**config.mk**
```make
export PLATFORM = sky130hd
export DESIGN_NAME = demux_1ton_reg
export DESIGN_NICKNAME = d
export VERILOG_FILES = /design/src/rtl/demux_1ton_reg.sv
export SDC_FILE = /design/constraint.sdc
export NUM_CORES = 1
export LEC_CHECK = 0
export CORE_UTILIZATION = 48
export CTS_CLUSTER_DIAMETER = 200
export DETAILED_ROUTE_END_ITERATION = 10
export PLACE_DENSITY_LB_ADDON = 0.1
export SKIP_CTS_REPAIR_TIMING = 1
export SLEW_MARGIN = 20
export SYNTH_ARGS = -nofsm -noshare
export SYNTH_HDL_FRONTEND = slang
export SYNTH_SLANG_ARGS = --single-unit
```
**constraint.sdc**
```tcl
create_clock -name clk -period 4.05 [get_ports clk]
set_input_delay 0.81 -clock clk [delete_from_list [all_inputs] [get_ports clk]]
set_output_delay 0.81 -clock clk [all_outputs]
set_load 0.02 [all_outputs]
```
**src/rtl/demux_1ton_reg.sv**
```systemverilog
// Registered 1-to-N demultiplexer with valid/ready on the input and on each channel.
// Out-of-range selects are always accepted, discarded and counted in a saturating counter.
module demux_1ton_reg #(
  parameter int DW   = 8,
  parameter int NCH  = 4,
  parameter int SELW = 4,
  parameter int CNTW = 8
) (
  input  logic                clk,
  input  logic                rst_n,
  input  logic [DW-1:0]       in_data,
  input  logic [SELW-1:0]     in_sel,
  input  logic                in_valid,
  output logic                in_ready,
  output logic [NCH*DW-1:0]   out_data,
  output logic [NCH-1:0]      out_valid,
  input  logic [NCH-1:0]      out_ready,
  output logic [CNTW-1:0]     drop_cnt
);

  // One extra bit so NCH itself is representable when NCH == 2**SELW.
  localparam logic [SELW:0] LP_NCH = (SELW+1)'(NCH);

  logic            w_selOk;
  logic [NCH-1:0]  w_hit;
  logic [NCH-1:0]  w_space;
  logic [NCH-1:0]  w_load;
  logic            w_drop;
  logic [CNTW-1:0] r_dropCnt;

  assign w_selOk  = ({1'b0, in_sel} < LP_NCH);
  assign w_drop   = in_valid & ~w_selOk;
  assign in_ready = ~w_selOk | (|(w_hit & w_space));
  assign drop_cnt = r_dropCnt;

  genvar gi;
  for (gi = 0; gi < NCH; gi++) begin : g_ch
    logic [DW-1:0] r_data;
    logic          r_full;

    // A slot is free if empty or if its consumer takes the word this cycle.
    assign w_hit[gi]   = (in_sel == SELW'(gi));
    assign w_space[gi] = ~r_full | out_ready[gi];
    assign w_load[gi]  = in_valid & w_hit[gi] & w_space[gi];

    always_ff @(posedge clk or negedge rst_n) begin
      if (!rst_n) begin
        r_data <= '0;
        r_full <= 1'b0;
      end else if (w_load[gi]) begin
        r_data <= in_data;
        r_full <= 1'b1;
      end else if (out_ready[gi]) begin
        r_full <= 1'b0;
      end
    end

    assign out_data[gi*DW +: DW] = r_data;
    assign out_valid[gi]         = r_full;
  end

  always_ff @(posedge clk or negedge rst_n) begin
    if (!rst_n) begin
      r_dropCnt <= '0;
    end else if (w_drop && !(&r_dropCnt)) begin
      r_dropCnt <= r_dropCnt + 1'b1;
    end
  end

endmodule

```
=== Yosys cells after proc, flatten, opt, wreduce, memory -nomap -nowiden ===
Cells that the tools add are included.

* Add/subtract/negate cells: 1
* $lt $le $gt $ge: 1
* Equality and inequality tests: 3
* Muxes and demuxes: 8
* Bitwise logic cells: 20
* Reductions and logical operators: 9

{| class="wikitable"
|+ Operator list
! operator !! number
|-
| 1-bit AND || 9
|-
| 8-bit by 1-bit adder with 8-bit output, second input constant || 1
|-
| 4-bit by 2-bit == test with 1-bit output, second input constant || 2
|-
| 1-bit two-way mux || 8
|-
| 8-bit AND reduction || 1
|-
| 2-bit nonzero test || 4
|-
| 1-bit NOT || 5
|-
| 1-bit bitwise OR || 5
|-
| 4-bit AND || 1
|-
| 4-bit by 1-bit == test with 1-bit output, second input constant || 1
|-
| 4-bit zero test || 1
|-
| 4-bit by 3-bit less-than comparator with 1-bit output, second input constant || 1
|-
| 4-bit OR reduction || 1
|-
| 1-bit logical AND || 1
|-
| 1-bit zero test || 1
|}

* Register bits after elaboration: 44
* Input bits: 19
* Output and inout port bits: 45
* Logic and storage cells: 51

=== Depth between registers and ports, before layout ===
Gate-level depths: netlist of run 1.

* Word-level depth: 5
* Depth in mapped cells: 4

=== Least setup slack after synthesis of run 1 ===
OpenSTA, ideal clock, no wires.

* Path kind: input to output
* Start: input port out_ready[1]
* End: output port in_ready
* Arrival: 1.523 ns
* Data required time: 3.240 ns
* Path slack: 1.717 ns
* Stages on the path: 3
* Path buffers: 0
* Path through: nand2b_1 a311oi_1 nand4_1

* Cells in the longest elaborated chain, start to end: 4

{| class="wikitable"
|+ RTL lines
! what !! line !! source
|-
| start, declared || 17 || <nowiki>input logic [NCH-1:0] out_ready,</nowiki>
|-
| 1-bit bitwise OR || 43 || <nowiki>assign w_space[gi] = ~r_full | out_ready[gi];</nowiki>
|-
| 4-bit AND || 33 || <nowiki>assign in_ready = ~w_selOk | (|(w_hit & w_space));</nowiki>
|-
| 4-bit OR reduction || 33 ||
|-
| 1-bit bitwise OR || 33 ||
|-
| end, declared || 14 || <nowiki>output logic in_ready,</nowiki>
|}

Every way passes these cells.

=== Final worst setup path of run 1 ===
* Start: input port in_sel[3]
* End: output port in_ready

* Cells in the longest elaborated chain, start to end: 4

{| class="wikitable"
|+ RTL lines
! what !! line !! source
|-
| start, declared || 12 || <nowiki>input logic [SELW-1:0] in_sel,</nowiki>
|-
| 4-bit by 1-bit == test with 1-bit output, or another cell as far along || 42 || <nowiki>assign w_hit[gi] = (in_sel == SELW'(gi));</nowiki>
|-
| 4-bit AND || 33 ||
|-
| 4-bit OR reduction || 33 ||
|-
| 1-bit bitwise OR * || 33 ||
|}

Every way passes the cells marked *; elsewhere a longest branch is shown, timed or not.

==> results of run 1 <==
sequential cells by signal, summed over array words and instances (netlist names):
name / count
drop_cnt: 8
g_ch.r_data: 32
g_ch.r_full: 4
cell families after synthesis:
kind of cell / synth area share (%)
multiplexers: 22.24
AO/OA/AOI/OAI: 3.006
AND/OR/NAND/NOR: 12.09
adder cells (fa/ha/maj): 0.6679
buffers and inverters: 2.271
flip-flops: 58.78
XOR/XNOR: 0.9354
cells in the mapped netlist (2+ instances only):
cell type / n
o21ai_0: 3
a31oi_1: 2
nand4_2: 2
inv_1: 2
nand2b_1: 5
nand4_1: 4
xnor2_1: 2
nand4_4: 2
nand2_1: 7
dfrtp_1: 44
nand3_1: 4
buf_4: 4
and3_1: 2
mux2_2: 37
report_power, final:
part / leakage, nW / switching (mW) / internal [mW] / total [mW]
Sequential: 0.547 / 0.0803 / 0.545 / 0.626
Combinational: 0.527 / 0.257 / 0.287 / 0.544
Clock: 0.0614 / 0.145 / 0.202 / 0.347
metal layers:
layer	routed length [um]	track usage, %
met4	71	8.333
met1	1641	25.33
met5	0	0
met2	2077	36.45
met3	261	7.394
critical path: cells and delay by family:
| family | cells | cell delay (ns) |
|---|---|---|
| buf+inv | 2 | 1.15 |
| simple gates | 3 | 0.60 |
per-stage QoR:
stage               worst slack (ns)  hold WS [ns]  cells  total power, mW  instance area, um2
floorplan                      1.717        0.5022    130           0.8933                1873
global placement              0.7511        0.4862    236            1.158                2524
detailed placement            0.6885        0.4928    236            1.179                2524
CTS                           0.6787        0.5110    244            1.527                2645
global route                  0.5898        0.5384    244            1.592                2645
finish                        0.6922        0.5096    244            1.517                2645
layout make-up:
cell class,instances,area [um2]
Sequential cell,44,1101
Fill cell,275,1044
Multi-Input combinational cell,79,729.5
Timing Repair Buffer,63,625.6
Clock buffer,6,82.58
Tap cell,48,60.06
Clock inverter,2,38.79
Inverter,2,7.507
how the worst max path moves through the flow:
stage                            start       end  cells after the start
after detailed placement     in_sel[3]  in_ready                      5
after floorplan           out_ready[1]  in_ready                      3
final                        in_sel[3]  in_ready                      5
after CTS                    in_sel[3]  in_ready                      5
after global routing         in_sel[1]  in_ready                      5
after global placement       in_sel[3]  in_ready                      5
==> results_dict.tcl, run 1 <==
set metrics [dict create \
    end_kind "output pin" \
    clock_latency_ns 0.30 \
    ys_seq_elements 44 \
    critical-path-max-stage-delay_ns 0.60 \
    critPathLaunchType "input port" \
    cp_slowest_cell "clkdlybuf4s50_1" \
    grt_pass1_wl_mm 6.596 \
    wire_per_inst_um 16.60 \
    totalNegativeSetupSlack_ns 0 \
    layout.nets 215 \
    crit_arrival_ns 2.55 \
    min_path_type "reg2reg" \
    htreeDepth 2 \
    dieHeight_um 64.47 \
    power_density_nw_per_um2 573.3 \
    core_um2 3689 \
    antenna_found_initial 0 \
    layout-drive-gt1-share_pct 26.53 \
    initial_core_util_pct 50.78 \
    drv_cap 0 \
    post-route-period-util_pct 82.91 \
    cts_tree "built" \
    gr-total-overflow 0 \
    min_period_ns 3.358 \
    dieArea_um2 4156 \
    antennaDiodeCount 0 \
    syn-instance-count 130 \
    grt_max_degree 45 \
    reg2reg_slack_ns 2.38 \
    final_util_pct 71.71 \
    synthTopCellsByArea "dfrtp_1, mux2_2, nand4_4, nand2b_1, buf_4" \
    cts_buffer_depth 2 \
    r2r-end "drop_cnt[1]" \
    viasPerCell 5.258 \
    p_leak_nw 1.136 \
    antenna_left 0 \
    cts.sinks 44 \
    worstReg2RegStart "drop_cnt[0]" \
    drc 0 \
    synth.distinct_cells 24 \
    syn_area_um2 1873 \
    status "complete, no violations" \
    cp.required_ns 3.24 \
    crit_fanout 5 \
    wirelength_mm 4.051 \
    final_hold_viol_count 0 \
    syn-num-nets 150 \
    crit_chain "clkdlybuf4s50_1, nor3b_4, nand3_1, nand4_1, clkdlybuf4s50_1" \
    synth-edff-count 0 \
    rr_worst_depth 4 \
    grt_pass1_vias 1394 \
    hpwlAfterDp_mm 2.835 \
    gp_congestion 0.7939 \
    pin_count 64 \
    chipWidth_um 64.47 \
    holdPathStages 1 \
    synth_top_area_share_pct 58.78 \
    min-delay-start "g_ch[3].r_data[5]" \
    clock.fmax_mhz 297.8 \
    final_cell_mix "clkdlybuf4s50_1, dfrtp_1, mux2_2" \
    cts_root_buf "clkbuf_8" \
    crit_type "in2out" \
    drt_iter0_markers 30 \
    area_delta_synth_final_pct 41.22 \
    ys.flop_type "dfrtp_1" \
    worst_pin_slew_ns 0.9325 \
    ir_drop_mv 0.3179 \
    fin_skew_ns 0.007530 \
    portBuffers 63 \
    mostFrequentLayoutCell "clkdlybuf4s50_1" \
    track_usage_pct 21.61 \
    relSlewSlack_pct 37.84 \
    cts.clk_slew.worst_paths_ns 0.08 \
    yosys_warnings 0 \
    synthArstFlopShare_pct 100.0 \
    num_rows 22 \
    setup_viol 0 \
    dr.pass1.iters 4 \
    num_vias 1283 \
    numCtsBuffers 5 \
    slew_violations 0 \
    whs_endpoint "g_ch[3].r_data[5]" \
    rsz0062_at_grt "false" \
    crit_top_cell "clkdlybuf4s50_1" \
    avgSynthCellArea_um2 14.41 \
    yosysTopAreaCell "dfrtp_1" \
    synth_seq_area_share_pct 58.78 \
]
No activity file was read; power rests on OpenSTA's default activity.
==> inputs of run 2 (changes only) <==
Settings changed: CORE_UTILIZATION 48 to 40.
Clock period 4.05 ns to 2.8 ns, I/O delays scaled along.
==> run 2 against run 1 <==
  * Clock skew decreased by 0.0049 ns
  * Critical path depth unchanged
  * Combinational power increased by 45%
  * Die area increased by 19%
  * Highest routed layer unchanged
  * Critical path type unchanged
==> results_dict.tcl, run 2 (synthesis gave the netlist of run 1 again) <==
set metrics [dict create \
    num_vias 1320 \
    regArea_um2 1101 \
    dieArea_um2 4960 \
    grt_max_degree 45 \
    cts.sinks 44 \
    track_usage_pct 18.13 \
    largest-register "g_ch.r_data" \
    multi_input_area_um2 729.5 \
    met3_length_um 238 \
    viasPerCell 5.217 \
    final_hold_viol_count 0 \
    end_kind "output pin" \
    cp.required_ns 2.24 \
    num_rows 24 \
    dieHeight_um 70.43 \
    cts_buffer_depth 2 \
    fin_skew_ns 0.002653 \
    min_period_ns 2.366 \
    grt_pass1_wl_mm 6.934 \
    gp_congestion 0.9038 \
    layout.cells.non_filler 253 \
    critPathLaunchType "input port" \
    mostFrequentLayoutCell "clkdlybuf4s50_1" \
    pin_count 64 \
    crit_type "in2out" \
    crit_fanout 5 \
    setup_viol 0 \
    dr.pass1.iters 4 \
    largest_reg_flops 32 \
    worst_pin_slew_ns 0.6045 \
    hpwlAfterDp_mm 2.954 \
    antenna_found_initial 0 \
    p_leak_nw 1.155 \
    core_um2 4414 \
    numCtsBuffers 5 \
    final_cell_mix "clkdlybuf4s50_1, dfrtp_1, mux2_2" \
    portBuffers 63 \
    cts.clk_slew.worst_paths_ns 0.08 \
    p_total_mw 2.096 \
    grt_pass1_vias 1397 \
    htreeDepth 2 \
    initial_core_util_pct 42.43 \
    final_util_pct 60.69 \
    wire_per_inst_um 16.25 \
    status "complete, no violations" \
    chipWidth_um 70.43 \
    power_density_nw_per_um2 782.4 \
    layout.nets 220 \
    rsz0062_at_grt "false" \
    antennaDiodeCount 0 \
    drc 0 \
    cts_root_buf "clkbuf_8" \
    cts_tree "built" \
    dr_wl_met2_mm 2.054 \
    drv_cap 0 \
    n_fill_cell 354 \
    relSlewSlack_pct 59.70 \
    antenna_left 0 \
    post-route-period-util_pct 84.49 \
    top_layer "met4" \
    totalNegativeSetupSlack_ns 0 \
    clock_latency_ns 0.29 \
    drt_iter0_markers 43 \
    crit_arrival_ns 1.81 \
    clock.fmax_mhz 422.7 \
    dp.cells 244 \
    ir_drop_mv 0.3948 \
    layout-drive-gt1-share_pct 27.36 \
    wirelength_mm 4.110 \
    gr-total-overflow 0 \
    min_path_type "in2async" \
    area_delta_synth_final_pct 43.02 \
    met1_length_mm 1.761 \
    slew_violations 0 \
]
[run 2: changes by cell type in the layout (fill, tap and decap cells not counted), sizes merged]
cell / delta
dlymetal6s2s: +1
buf: +5
clkinv: -1
bufinv: -1
clkbuf: +2
clkdlybuf4s50: -1
[run 2: final timing paths]
check / start / to / slack [ns] / depth (start not counted)
max: in_sel[3] / in_ready / 0.43 / 5
min: rst_n / g_ch[0].r_full / 0.27 / 1
max reg2reg: drop_cnt[0] / drop_cnt[1] / 1.12 / 4
min reg2reg: g_ch[3].r_data[7] / g_ch[3].r_data[7] / 0.50 / 1
max in group asynchronous: rst_n / g_ch[0].r_data[2] / 2.02 / 2
min in group clk: g_ch[3].r_data[7] / g_ch[3].r_data[7] / 0.50 / 1
[run 2: where the power goes]
part           internal (mW)  switching, mW  total (mW)
sequential             0.789          0.120       0.909
combinational          0.422          0.367       0.789
clock                  0.201          0.196       0.398
total                   1.41          0.683        2.10
[run 2: layout make-up]
class	instances	area share (%)
well taps	52	2.429
flip-flops and latches	44	41.10
repair buffers	68	25.60
multi-input cells	79	27.23
inverters	2	0.2802
clock buffers	8	3.363
[run 2: worst max-delay path: stages]
cell	delay, ns
clkdlybuf4s50_1	0.54
nor3_4	0.25
nand3_1	0.11
nand4_1	0.11
dlymetal6s2s_1	0.23
[run 2: stage by stage]
stage          hold slack (ns)  cell area (um2)  setup WS (ns)
2_1_floorplan           0.2644             1873         0.9672
3_3_place_gp            0.4867             2559         0.1312
3_5_place_dp            0.4920             2559        0.04793
4_1_cts                 0.4591             2649        0.04358
5_1_grt                 0.3094             2679         0.3696
6_report                0.2721             2679         0.4342
[run 2: routing by layer]
metal / up-vias / global-route usage, %
li1: 608 / -
met1: 652 / 22.64
met2: 54 / 30.37
met3: 6 / 5.483
met4: 0 / 4.889
met5: - / 0
==> inputs of run 3 (changes only) <==
Clock period 2.8 ns to 2.12 ns, I/O delays scaled along.
==> run 3 against run 2 <==
  * Worst hold slack lost 0.19 ns
  * Combinational power rose by 32%
  * Via count is 3.0% higher
  * Clock power grew 19%
  * Core utilization up 0.88 points
  * Clock-buffer cell count fell by 2
  * Die area unchanged
  * Critical path depth unchanged
  * Design area is 1.4% higher
  * Total power rose by 30%
==> results_dict.tcl, run 3 (synthesis gave the netlist of run 1 again) <==
set metrics [dict create \
    power.internal_mw 1.825 \
    cts.clk_slew.worst_paths_ns 0.07 \
    stdcell_area_um2 2718 \
    totalNegativeSetupSlack_ns 0 \
    dpl-instance-area_um2 2634 \
    cts_buffer_depth 2 \
    p_sw_mw 0.8895 \
    min_path_type "in2async" \
    antenna_left 0 \
    gr-total-overflow 0 \
    wire_per_inst_um 15.72 \
    cp.required_ns 1.70 \
    pwr-share-clk_pct 17.5 \
    drc 0 \
    p_leak_nw 1.199 \
    grt_max_degree 25 \
    setup_viol 0 \
    relSlewSlack_pct 69.63 \
    fin_skew_ns 0.001663 \
    wirelength_mm 4.102 \
    crit_arrival_ns 1.62 \
    grt_pass1_wl_mm 7.038 \
    critPathLaunch "in_sel[2]" \
    p_sw_share_pct 32.76 \
    critPathBufInv 2 \
    cts.sinks 44 \
    final_util_pct 61.56 \
    drv_cap 0 \
    clock_latency_ns 0.28 \
    final_hold_viol_count 0 \
    track_usage_pct 18.40 \
    slew_violations 0 \
    crit_type "in2out" \
    worstReg2RegStart "drop_cnt[0]" \
    grt_pass1_vias 1507 \
    crit_chain "clkdlybuf4s50_1, nor3b_4, nand3_1, nand4_1, clkbuf_2" \
    chipWidth_um 70.43 \
    cp_top_family "buffers and inverters" \
    holdWs_ns 0.07972 \
    dr.pass1.iters 3 \
    worst_pin_slew_ns 0.4556 \
    dieArea_um2 4960 \
    num_vias 1360 \
    cp_slowest_cell "clkdlybuf4s50_1" \
    numCtsBuffers 5 \
    layout.nets 229 \
    drt_iter0_markers 52 \
    antenna_found_initial 0 \
    end_kind "output pin" \
    cts_root_buf "clkbuf_8" \
    r2r-end "drop_cnt[1]" \
    hpwlAfterDp_mm 3.046 \
    largest_reg_flops 32 \
    area_delta_synth_final_pct 45.09 \
    power_density_nw_per_um2 999.0 \
    viasPerCell 5.211 \
    post-route-period-util_pct 96.18 \
    crit_cells 5 \
    dieHeight_um 70.43 \
    clock.fmax_mhz 490.4 \
    cts_tree "built" \
    portBuffers 63 \
    crit_fanout 4 \
    final_cell_mix "clkdlybuf4s50_1, dfrtp_1, mux2_2" \
    status "complete, no violations" \
    critical-path-max-stage-delay_ns 0.54 \
    p_seq_share_pct 44.0 \
    largest-register "g_ch.r_data" \
    min_period_ns 2.039 \
    num_rows 24 \
    ir_drop_mv 0.4611 \
    power_frac_comb_pct 38.5 \
    rsz0062_at_grt "false" \
    critPathLaunchType "input port" \
    gp_congestion 0.9047 \
    mostFrequentLayoutCell "clkdlybuf4s50_1" \
    reg2reg_slack_ns 0.47 \
    pin_count 64 \
    core_um2 4414 \
    rr_worst_depth 4 \
    initial_core_util_pct 42.43 \
    antennaDiodeCount 0 \
    htreeDepth 2 \
    layout-drive-gt1-share_pct 31.58 \
]
## run 3: cell types whose count changed in the layout (fill, tap and decap cells not counted)
cell and delta:
clkbuf_8 -1, a311oi_1 -1, clkinv_2 +1, dlymetal6s2s_1 +1, a311oi_2 +1, buf_4 +10
clkbuf_2 +1, clkbuf_1 -1, buf_16 -1, clkdlybuf4s50_1 -2
## run 3: final cells by class
class	instances	area, um2
Clock buffer	6	72.57
Clock inverter	1	5.005
Multi-Input combinational cell	79	735.7
Inverter	2	7.507
Fill cell	363	1697
Timing Repair Buffer	77	730.7
Sequential cell	44	1101
Tap cell	52	65.06
## run 3: layer usage
layer	part of all wire (%)	vias to the layer above	global-route usage [%]
li1	-	624	-
met1	43	684	21.88
met2	50	46	30.58
met3	5.7	6	5.772
met4	1.2	0	7.778
met5	0	-	0
## run 3: per-stage QoR
stage | instances | setup WS (ns) | total power, mW
final | 261 | 0.08098 | 2.715
after global placement | 254 | -0.2706 | 2.230
after floorplan | 130 | 0.5025 | 1.707
after global routing | 261 | 0.01826 | 2.878
after CTS | 261 | -0.3682 | 2.751
after detailed placement | 254 | -0.3589 | 2.264
## run 3: how the worst max path moves through the flow
stage / end / slack, ns
2_1_floorplan: drop_cnt[1] / 0.50
3_3_place_gp: in_ready / -0.27
3_5_place_dp: in_ready / -0.36
4_1_cts: in_ready / -0.37
5_1_grt: in_ready / 0.02
6_report: in_ready / 0.08
## run 3: power groups by stage
| stage | clock network [mW] | registers, mW | logic, mW |
|---|---|---|---|
| 2_1_floorplan | 0 | 1.44 | 0.268 |
| 3_3_place_gp | 0 | 1.20 | 1.03 |
| 3_5_place_dp | 0 | 1.21 | 1.05 |
| 4_1_cts | 0.497 | 1.19 | 1.06 |
| 5_1_grt | 0.534 | 1.23 | 1.12 |
| 6_report | 0.475 | 1.20 | 1.04 |
